`config.mk`:
```
export PLATFORM = sky130hd
export DESIGN_NAME = lsu_store_wr
export DESIGN_NICKNAME = d
export VERILOG_FILES = /design/src/rtl/lsu_store_wr_pkg.sv /design/src/rtl/lsu_store_wr_store_fmt.sv /design/src/rtl/lsu_store_wr.sv
export SDC_FILE = /design/constraint.sdc
export NUM_CORES = 1
export LEC_CHECK = 0
export ABC_AREA = 1
export CORE_UTILIZATION = 46
export CTS_BUF_LIST = sky130_fd_sc_hd__clkbuf_2 sky130_fd_sc_hd__clkbuf_4 sky130_fd_sc_hd__clkbuf_8
export CTS_CLUSTER_DIAMETER = 120
export DETAILED_ROUTE_END_ITERATION = 10
export GPL_ROUTABILITY_DRIVEN = 1
export PLACE_DENSITY = 0.86
export SLEW_MARGIN = 25
export SYNTH_ARGS = -nofsm -noshare
export SYNTH_HDL_FRONTEND = slang
export SYNTH_SLANG_ARGS = --single-unit
```
`constraint.sdc`:
```
create_clock -name clk -period 5.1 [get_ports clk]
set_clock_uncertainty 0.1 [all_clocks]
set_input_delay 1.275 -clock clk [delete_from_list [all_inputs] [get_ports clk]]
set_output_delay 1.275 -clock clk [all_outputs]
set_load 0.1 [all_outputs]
```
`src/rtl/lsu_store_wr_pkg.sv`:
```
// lsu_store_wr_pkg: shared LSU store-path types, width encodings and AXI response codes.
package lsu_store_wr_pkg;
    localparam int ADDR = 32;
    localparam int XLEN = 32;

    typedef enum logic [1:0] {
        RV_LSU_B = 2'd0,
        RV_LSU_H = 2'd1,
        RV_LSU_W = 2'd2
    } rv_lsu_width_t;

    typedef enum logic [1:0] {
        IDLE,
        ADDR_DATA,
        WAIT_RESP
    } st_fsm_t;

    localparam logic [1:0] AXI_OKAY   = 2'b00;
    localparam logic [1:0] AXI_EXOKAY = 2'b01;
    localparam logic [1:0] AXI_SLVERR = 2'b10;
    localparam logic [1:0] AXI_DECERR = 2'b11;

    typedef struct packed {
        logic [ADDR-1:0] addr;
        logic [XLEN-1:0] data;
        logic [1:0]      width;
    } s_store_req_t;
endpackage

```
`src/rtl/lsu_store_wr_store_fmt.sv`:
```
// store_fmt: replicates rs2 into byte lanes, builds write strobes and flags misalignment.
module store_fmt
    import lsu_store_wr_pkg::*;
#(
    parameter int DATA_WIDTH = 32,
    parameter int SW         = DATA_WIDTH / 8,
    parameter int OW         = $clog2(SW)
) (
    input  logic [OW-1:0]         i_ofs,
    input  logic [DATA_WIDTH-1:0] i_data,
    input  logic [1:0]            i_width,
    output logic [DATA_WIDTH-1:0] o_wdata,
    output logic [SW-1:0]         o_wstrb,
    output logic                  o_misaligned
);
    logic w_is_b;
    logic w_is_h;

    // Unknown width encodings fall through to full-word behaviour.
    always_comb begin
        w_is_b       = i_width == RV_LSU_B;
        w_is_h       = i_width == RV_LSU_H;
        o_wdata      = w_is_b ? {SW{i_data[7:0]}} : w_is_h ? {(SW/2){i_data[15:0]}} : i_data;
        o_wstrb      = w_is_b ? SW'(1) << i_ofs : w_is_h ? SW'(3) << i_ofs : '1;
        o_misaligned = w_is_h ? i_ofs[0] : (!w_is_b && i_ofs[1:0] != 2'd0);
    end
endmodule

```
`src/rtl/lsu_store_wr.sv`:
```
// lsu_store_wr: single-outstanding AXI4-Lite store writer with misalign/bus-error reporting.
module lsu_store_wr
    import lsu_store_wr_pkg::*;
#(
    parameter int ADDR_WIDTH = 32,
    parameter int DATA_WIDTH = 32
) (
    input  logic                    clk,
    input  logic                    rst,
    input  logic                    st_valid_i,
    input  logic [ADDR_WIDTH-1:0]   st_addr_i,
    input  logic [DATA_WIDTH-1:0]   st_data_i,
    input  logic [1:0]              st_width_i,
    output logic                    st_ready_o,
    output logic                    bp_o,
    output logic [ADDR_WIDTH-1:0]   awaddr_o,
    output logic                    awvalid_o,
    input  logic                    awready_i,
    output logic [DATA_WIDTH-1:0]   wdata_o,
    output logic [DATA_WIDTH/8-1:0] wstrb_o,
    output logic                    wvalid_o,
    input  logic                    wready_i,
    input  logic [1:0]              bresp_i,
    input  logic                    bvalid_i,
    output logic                    bready_o,
    output logic                    st_err_o,
    output logic                    st_err_typ_o,
    output logic [ADDR_WIDTH-1:0]   st_err_addr_o
);
    localparam int SW = DATA_WIDTH / 8;
    localparam int OW = $clog2(SW);

    st_fsm_t               r_state;
    logic [ADDR_WIDTH-1:0] r_awaddr;
    logic [DATA_WIDTH-1:0] r_wdata;
    logic [SW-1:0]         r_wstrb;
    logic                  r_awvalid;
    logic                  r_wvalid;
    logic                  r_bready;
    logic                  r_err;
    logic                  r_err_typ;
    logic [ADDR_WIDTH-1:0] r_err_addr;
    logic [DATA_WIDTH-1:0] w_wdata;
    logic [SW-1:0]         w_wstrb;
    logic                  w_mis;
    logic                  w_aw_ok;
    logic                  w_w_ok;
    logic                  w_berr;

    store_fmt #(.DATA_WIDTH(DATA_WIDTH)) u_fmt (
        .i_ofs        (st_addr_i[OW-1:0]),
        .i_data       (st_data_i),
        .i_width      (st_width_i),
        .o_wdata      (w_wdata),
        .o_wstrb      (w_wstrb),
        .o_misaligned (w_mis)
    );

    // A channel counts as done once its valid has dropped or is handshaking now.
    assign w_aw_ok = !r_awvalid || awready_i;
    assign w_w_ok  = !r_wvalid || wready_i;
    assign w_berr  = bresp_i == AXI_SLVERR || bresp_i == AXI_DECERR;

    always_ff @(posedge clk or posedge rst) begin
        if (rst) begin
            r_state    <= IDLE;
            r_awaddr   <= '0;
            r_wdata    <= '0;
            r_wstrb    <= '0;
            r_awvalid  <= 1'b0;
            r_wvalid   <= 1'b0;
            r_bready   <= 1'b0;
            r_err      <= 1'b0;
            r_err_typ  <= 1'b0;
            r_err_addr <= '0;
        end else begin
            r_err <= 1'b0;
            case (r_state)
                IDLE: if (st_valid_i) begin
                    if (w_mis) begin
                        r_err      <= 1'b1;
                        r_err_typ  <= 1'b0;
                        r_err_addr <= st_addr_i;
                    end else begin
                        r_awaddr  <= st_addr_i;
                        r_wdata   <= w_wdata;
                        r_wstrb   <= w_wstrb;
                        r_awvalid <= 1'b1;
                        r_wvalid  <= 1'b1;
                        r_state   <= ADDR_DATA;
                    end
                end
                ADDR_DATA: begin
                    if (awready_i) r_awvalid <= 1'b0;
                    if (wready_i) r_wvalid <= 1'b0;
                    if (w_aw_ok && w_w_ok) begin
                        r_bready <= 1'b1;
                        r_state  <= WAIT_RESP;
                    end
                end
                WAIT_RESP: if (bvalid_i) begin
                    r_bready <= 1'b0;
                    r_state  <= IDLE;
                    if (w_berr) begin
                        r_err      <= 1'b1;
                        r_err_typ  <= 1'b1;
                        r_err_addr <= r_awaddr;
                    end
                end
                default: r_state <= IDLE;
            endcase
        end
    end

    assign st_ready_o    = r_state == IDLE;
    assign bp_o          = r_state != IDLE;
    assign awaddr_o      = r_awaddr;
    assign awvalid_o     = r_awvalid;
    assign wdata_o       = r_wdata;
    assign wstrb_o       = r_wstrb;
    assign wvalid_o      = r_wvalid;
    assign bready_o      = r_bready;
    assign st_err_o      = r_err;
    assign st_err_typ_o  = r_err_typ;
    assign st_err_addr_o = r_err_addr;
endmodule

```
==> impl_results.md, run 1 <==
* Placed insts at 958
* Setup TNS at 0 ns
* H-tree depth at 3
* Post-CTS Hold Fix Bufs at 0
* Most frequent cells after synthesis: 442 x nand2_1, 107 x dfrtp_1, 41 x nand3_1, 25 x buf_2, 14 x inv_1
* GRT Total Usage at 0.262
* Detailed Route Iter0 Violations at 257
* Count leader, synth: nand2_1
* Layout fillers at around 850
* Ys flop type: dfrtp_1
* Area grow syn2layout at 41.6%
* Syn Inst Count at approximately 670
* Vias per inst at 5.08
* Reg2Reg Depth at 8
* Max clock buf depth at 2
* Hold Path Cell Cnt at 2
* Vias in the first global route at 4766
* Post-synthesis area per instance at 7.46 sq um
* Worst path required time at 3.72 ns
* Layout cells sized above 1 at 0.0382
* Netlist Area Pre-Place at 0.00498 sq mm
* Worst-Margin Slew at around 1.0 ns
* Routability cong. at 0.802
* Post-Syn Nets at approximately 750
* Synth area leaders: dfrtp_1 54%, nand2_1 33%, nand3_1 4.1%
* Worst setup EP type: output pin
* Antenna diode count at 0
* Initial Util at 0.478
* GRT Residual Overflow at 0
* Final WL at 14200 um
* Yosys top cell by area: dfrtp_1
* Die Y at 106 um
* Hold slack at 0.374 ns
* Worst r2r dst: st_err_addr_o[3]
* Num CTS Buffers at 9
* Net total in the final layout at between 900 and 1000
* Die area at around 0.011 sq mm
* Hold_sp: st_err_typ_o
* Final Hold Vio Count at 0
* Startpoint Class: flip-flop
* CTS resizes at 0
* Register area at 0.00268 sq mm
* Port bufs at 179
* Routed Antenna Nets at 0
* Synthesis Warnings at 0
* Max-slew violation count at 0
* Via count at 4945
* FFs w/ async S/R, synth at 1.00
* First-pass GRT wire length at 23200 um
* Unique masters post-synth at 17
* Post-route insts no fill at 973
* Clock Sinks at 107
* Post-synth EDFFs at 0
* Initial DRT Pass Iterations at 7
* Die X at 106 um
* Clock Pin Slew Worst Setup and Hold Paths at 0.09 ns
* Crit Path Category: flip-flop to output pin
* Reg-to-reg slack, setup at roughly 3.2 ns
* Part of the cycle the worst path needs at 0.704
* RSZ-0062 raised after global routing: false
* Reg2reg start: r_state[1]
* Core ar. at 0.0104 sq mm
* Final min period at ~3.6 ns
* Crit-path max FO at 5
* Worst skew pair latency at 0.36 ns
* # IOs at 181
* Seq/Total Area, Yosys at 0.538
* Max-cap viol count at 0
* Post-CTS Setup Repair Bufs at 0
* Hold path endpoint: st_err_typ_o
* Fmax at 279 MHz
* Post-DP HPWL at 9910 um
* CTS tree: built
* CP Data Arrival Time at 2.21 ns
* Rows at 37
* Largest net degree at the start of global routing at 79
* Hold crit path type: flip-flop to flip-flop
* Yosys top cell area share at 0.538
* Slew HR at 0.303
* Initial antenna violation count at 0
* Flops & latches, synth at 107
* Footprint of the multi-input gates at 0.00206 sq mm
* Final core utilization at 0.676
* DRC viols at 0
* Clock root cell: clkbuf_8
* Routed len/inst at 14.6 um
* Outcome: complete, no violations
* Final setup vio count at 0
## cell usage in the layout (no fill, tap or decap), drive strengths merged, types with 4 or more instances in the layout
| master | synthesis | layout |
|---|---|---|
| nand2 | 442 | 442 |
| nand3 | 42 | 42 |
| dfrtp | 107 | 107 |
| inv | 14 | 14 |
| ha | 4 | 4 |
| clkbuf | 7 | 13 |
| nor2 | 6 | 6 |
| o21ai | 10 | 10 |
| buf | 28 | 11 |
| clkdlybuf4s50 | 0 | 179 |
## stage by stage
| step | worst slack, ns | area [sq um] |
|---|---|---|
| 2_1_floorplan | 0.908 | 4980 |
| 3_3_place_gp | 1.55 | 6840 |
| 3_5_place_dp | 1.46 | 6840 |
| 4_1_cts | 1.50 | 7040 |
| 5_1_grt | 1.44 | 7050 |
| 6_report | 1.51 | 7050 |
## layer usage
layer | global-route usage | wire [um]
met1 | 0.330 | 5610
met2 | 0.438 | 7060
met3 | 0.0564 | 1290
met4 | 0.109 | 286
met5 | 0 | 0
## layout make-up
type | instances | share of cell area
clock buffer | 13 | 0.0236
clock inverter | 2 | 0.00497
inverter | 14 | 0.00817
multi-input combinational | 511 | 0.293
sequential | 107 | 0.380
tap | 136 | 0.0242
timing repair buffer | 190 | 0.266
## worst max path at each step
stage / start / to / slack [ns]
6_report: r_state[1] / st_ready_o / 1.51
2_1_floorplan: rst / awaddr_o[0] / 0.91
5_1_grt: r_state[1] / st_ready_o / 1.44
3_5_place_dp: st_addr_i[0] / st_err_addr_o[3] / 1.46
3_3_place_gp: st_addr_i[1] / st_err_addr_o[24] / 1.55
4_1_cts: r_state[1] / st_ready_o / 1.50
## worst max-delay path: stages, from the launching register on
cell and delay, ns:
dfrtp_1 0.47, nor2_4 0.19, clkdlybuf4s50_1 1.19
## cell families (layout without fill, tap and decap cells)
kind of cell / Yosys count / in the layout / synth area share
AOI/OAI and AO/OA: 15 / 15 / 0.0171
adders and majority gates: 4 / 4 / 0.0101
buffers and inverters: 49 / 219 / 0.0478
DFF: 107 / 107 / 0.538
and+or+nand+nor: 492 / 492 / 0.387
## flip-flops by register name, summed over array words and instances (netlist names)
name / cells
awaddr_o: 32
st_err_addr_o: 32
wdata_o: 32
wvalid_o: 1
r_state: 2
st_err_typ_o: 1
bready_o: 1
wstrb_o: 4
st_err_o: 1
awvalid_o: 1
Power of run 1 is left out: the tool's default activity adds up to more than one toggle a clock period on the data nets, which glitch-free logic cannot reach.
==> run 2: changes to the inputs <==
- clock period: 5.1 -> 3.4 ns (I/O delays scaled with it)
==> run 2 against run 1 <==
- die area unchanged
- setup slack worse by 0.88 ns
- sequential share of layout area up 1.0 points
- cell area down 2.6%
- highest routed layer unchanged
==> impl_results.md, run 2 (synthesis gave the netlist of run 1 again) <==
* Area grow syn2layout at 37.8%
* Final core utilization at 0.659 (-0.0178)
* Crit Path Category: input pin to flip-flop
* Post-CTS Hold Fix Bufs at 0 (unchanged)
* First-pass GRT wire length at 23300 um (+0.47%)
* Setup TNS at 0 ns (unchanged)
* Slew HR at 0.488 (+0.186)
* # IOs at 181 (unchanged)
* Vias per inst at 5.06 (-0.39%)
* Reg2Reg Depth at 6 (-2)
* Final min period at 2.76 ns
* Routed len/inst at 14.6 um (about the same)
* Startpoint Class: input pin
* Most common cell after layout, fill and taps aside: nand2_1
* Rows at 37 (unchanged)
* Layout fillers at 883 (+4.0%)
* GRT Residual Overflow at 0 (unchanged)
* Num CTS Buffers at 9 (unchanged)
* Antenna diode count at 0 (unchanged)
* Routability cong. at 0.810 (+0.98%)
* Clock Sinks at 107 (unchanged)
* Hold crit path type: flip-flop to flip-flop
* Die area at 0.0112 sq mm (unchanged)
* Max-cap viol count at 0 (unchanged)
* Largest net degree at the start of global routing at 60 (-24%)
* Commonest non-fill, non-tap cells in the layout: 441 x nand2_1, 116 x buf_4, 107 x dfrtp_1
* Max clock buf depth at 2 (unchanged)
* Net total in the final layout at 913 (+0.22%)
* Vias in the first global route at 4932 (+3.5%)
* Outcome: complete, no violations
* Post-CTS Setup Repair Bufs at 0 (unchanged)
* GRT Total Usage at 0.262 (+0.000277)
* Fmax at 362 MHz
* H-tree depth at 3 (unchanged)
* Die Y at 106 um (unchanged)
* Layout cells sized above 1 at 0.169 (+0.131)
* Post-place setup slack at 0.293 ns (-1.17 ns)
* RSZ-0062 raised after global routing: false
* Initial Util at 0.478 (unchanged)
* CP Data Arrival Time at 2.97 ns (+0.76 ns)
* Part of the cycle the worst path needs at 0.813
* Detailed Route Iter0 Violations at 244 (-5.1%)
* Final WL at 14300 um (+0.27%)
* Worst path required time at 3.61 ns (-0.11 ns)
* Core ar. at 0.0104 sq mm (unchanged)
* Final setup vio count at 0 (unchanged)
* Worst-Margin Slew at 0.765 ns (-0.278 ns)
* Port bufs at 179 (unchanged)
* CTS resizes at 0 (unchanged)
* Final Hold Vio Count at 0 (unchanged)
* DRC viols at 0 (unchanged)
* Max-slew violation count at 0 (unchanged)
* Worst setup EP type: flip-flop
* Post-DP HPWL at 9850 um (-0.62%)
* Final setup margin at 0.636 ns (-0.876 ns)
* CTS tree: built
* Crit-path max FO at 34 (+29)
* Initial DRT Pass Iterations at 5 (-2)
* Hold Path Cell Cnt at 2 (unchanged)
* Clock Pin Slew Worst Setup and Hold Paths at 0.10 ns (about the same)
* Initial antenna violation count at 0 (unchanged)
* Worst skew pair latency at 0.37 ns (about the same)
* Clock root cell: clkbuf_8
* Via count at 4941 (-0.081%)
* Die X at 106 um (unchanged)
* Routed Antenna Nets at 0 (unchanged)
-- run 2: routing by layer --
layer / part of all wire / global-route usage / vias up / routed length (um)
met5: 0 / 0 / - / 0
met4: 0.024 / 0.116 / 0 / 338
met3: 0.083 / 0.0582 / 30 / 1180
met2: 0.50 / 0.442 / 224 / 7070
met1: 0.40 / 0.323 / 2312 / 5690
li1: - / - / 2375 / -
-- run 2: per-stage QoR --
step                cell area [sq um]  hold slack (ns)  instances
detailed placement               6640            0.359        960
CTS                              6860            0.383        976
global route                     6860            0.406        976
global placement                 6640            0.355        960
floorplan                        4980            0.523        667
finish                           6860            0.381        976
-- run 2: layout make-up --
| class | count | area [sq um] | share of cell area |
|---|---|---|---|
| Tap cell | 136 | 170 | 0.0248 |
| Clock buffer | 10 | 131 | 0.0192 |
| Clock inverter | 6 | 88.8 | 0.0129 |
| Timing Repair Buffer | 192 | 1670 | 0.244 |
| Inverter | 14 | 56.3 | 0.00821 |
| Multi-Input combinational cell | 511 | 2060 | 0.301 |
| Sequential cell | 107 | 2680 | 0.390 |
-- run 2: path summary, 6_finish.rpt --
kind | from | to | slack (ns)
setup reg to reg | r_state[1] | st_err_addr_o[18] | 1.43
hold / removal | st_err_addr_o[15] | st_err_addr_o[15] | 0.38
min in group asynchronous | rst | wdata_o[1] | 0.82
hold reg to reg | st_err_addr_o[15] | st_err_addr_o[15] | 0.38
max in group asynchronous | rst | st_err_addr_o[2] | 2.09
setup / recovery | st_addr_i[1] | st_err_addr_o[18] | 0.64
-- run 2: worst max-delay path, stage by stage --
cell and delay (ns):
clkdlybuf4s50_1 0.54, inv_1 0.16, ha_1 0.16, inv_1 0.05, nand2_1 0.09, nand3_2 0.35
nand2_1 0.18, buf_4 0.36, nand2_1 0.13, nand2_1 0.09
Power of run 2 is left out for the same reason.
==> run 3: changes to the inputs <==
- CORE_UTILIZATION: 46 -> 42
- PLACE_DENSITY: 0.86 -> 0.83
- clock period: 3.4 -> 2.3 ns (I/O delays scaled with it)
==> run 3 against run 2 <==
- via count down 3.5%
- count of clock-buffer cells in the layout unchanged
- first-iteration DRC count up 43%
- cell area up 1.3%
- flip-flop and latch count unchanged
- setup slack worse by 0.40 ns
- utilization down 5.2 points
- die area up 9.3%
- register-to-register slack worse by 0.79 ns
- sequential share of layout area down 0.52 points
- non-clock buffer count up 11
==> impl_results.md, run 3 (synthesis gave the netlist of run 1 again) <==
* Routed len/inst at 13.9 um (-4.8%)
* Clock Pin Slew Worst Setup and Hold Paths at 0.11 ns (about the same)
* Post-route insts no fill at 993 (+1.7%)
* Max-slew violation count at 0 (unchanged)
* DRC viols at 0 (unchanged)
* Antenna diode count at 0 (unchanged)
* Crit Path Category: flip-flop to output pin
* Slowest CP cell: dfrtp_1
* Routability cong. at 0.800 (-1.2%)
* Net total in the final layout at 924 (+1.2%)
* Layout fillers at 1037 (+17%)
* Die area at 0.0123 sq mm (+9.3%)
* RSZ-0062 raised after global routing: false
* Reg2reg start: r_state[1]
* Final core utilization at 0.606 (-0.0523)
* Worst-Margin Slew at 0.793 ns (+0.0279 ns)
* Port bufs at 179 (unchanged)
* GRT Residual Overflow at 0 (unchanged)
* Area grow syn2layout at 39.7%
* Max-cap viol count at 0 (unchanged)
* Die Y at 111 um (+4.6%)
* CTS resizes at 0 (unchanged)
* # IOs at 181 (unchanged)
* Crit path launch: r_state[1]
* Hold crit path type: flip-flop to flip-flop
* Crit-path max FO at 5 (-85%)
* Post-place setup slack at -0.0751 ns (-0.368 ns)
* Fmax at 484 MHz
* H-tree depth at 3 (unchanged)
* Clock root cell: clkbuf_8
* Post-CTS Setup Repair Bufs at 0 (unchanged)
* Detailed Route Iter0 Violations at 350 (+43%)
* Outcome: complete, no violations
* Worst skew pair latency at 0.37 ns (about the same)
* Post-CTS Hold Fix Bufs at 0 (unchanged)
* Routed Antenna Nets at 0 (unchanged)
* Crit-path max cell delay at 0.47 ns (-0.07 ns)
* Core ar. at 0.0115 sq mm (+10%)
* Die X at 111 um (+4.6%)
* Cells along the critical path: nor2_4, inv_1, buf_12
* Largest net degree at the start of global routing at 108 (+80%)
* Final WL at 13800 um (-3.1%)
* Initial DRT Pass Iterations at 5 (unchanged)
* Part of the cycle the worst path needs at 0.898
* Initial Util at 0.434 (-0.0438)
* Commonest non-fill, non-tap cells in the layout: 442 x nand2_1, 125 x buf_4, 107 x dfrtp_1
* Most common cell after layout, fill and taps aside: nand2_1
* Vias in the first global route at 4656 (-5.6%)
* Worst setup EP type: output pin
* Footprint of the multi-input gates at 0.00206 sq mm (-0.12%)
* Placed insts at 978 (+1.9%)
* Final min period at 2.07 ns
* Worst path required time at 1.62 ns (-1.99 ns)
* Layout cells sized above 1 at 0.178 (+0.00860)
* Post-DP HPWL at 9710 um (-1.4%)
* First-pass GRT wire length at 23000 um (-1.3%)
* Setup TNS at 0 ns (unchanged)
* Hold_sp: st_err_addr_o[19]
* Startpoint Class: flip-flop
* Rows at 39 (+5.4%)
* GRT Total Usage at 0.233 (-0.0295)
* Max clock buf depth at 2 (unchanged)
* Clock Sinks at 107 (unchanged)
* CP Data Arrival Time at 1.39 ns (-1.58 ns)
* Final setup vio count at 0 (unchanged)
* Slew HR at 0.470 (-0.0187)
* Final Hold Vio Count at 0 (unchanged)
* Initial antenna violation count at 0 (unchanged)
* Num CTS Buffers at 9 (unchanged)
* CTS tree: built
* Register area at 0.00268 sq mm (unchanged)
* Final setup margin at 0.235 ns (-0.401 ns)
* Vias per inst at 4.80 (-5.2%)
* Via count at 4767 (-3.5%)
## run 3: worst paths after layout
kind | to | slack [ns] | depth (start not counted)
max reg2reg | wdata_o[6] | 0.64 | 6
max | bp_o | 0.23 | 3
max in group asynchronous | wdata_o[23] | 1.03 | 3
min in group asynchronous | awaddr_o[23] | 0.56 | 3
min | st_err_addr_o[19] | 0.38 | 2
min reg2reg | st_err_addr_o[19] | 0.38 | 2
## run 3: area by class of cell
| class | count | area share |
|---|---|---|
| tap | 143 | 0.0257 |
| clock inverter | 5 | 0.00882 |
| inverter | 14 | 0.00810 |
| sequential | 107 | 0.385 |
| timing repair buffer | 203 | 0.256 |
| multi-input combinational | 511 | 0.297 |
| clock buffer | 10 | 0.0198 |
## run 3: per-layer routing
metal  vias up  track usage  wire, um
met5         -            0         0
met4         0       0.0907       228
met3        21       0.0563      1100
met2       187        0.375      6520
met1      2169        0.303      6000
li1       2390            -         -
## run 3: critical path, delay by kind of cell (launching register included)
family	cells	cell delay (ns)
buf+inv	2	0.30
simple gates	1	0.26
flops	1	0.47
## run 3: stage by stage
stage	hold WS [ns]	cell area [sq um]
after global placement	0.355	6750
final	0.381	6950
after global routing	0.393	6950
after detailed placement	0.360	6750
after CTS	0.384	6950
after floorplan	0.523	4980
Power of run 3 is left out for the same reason.
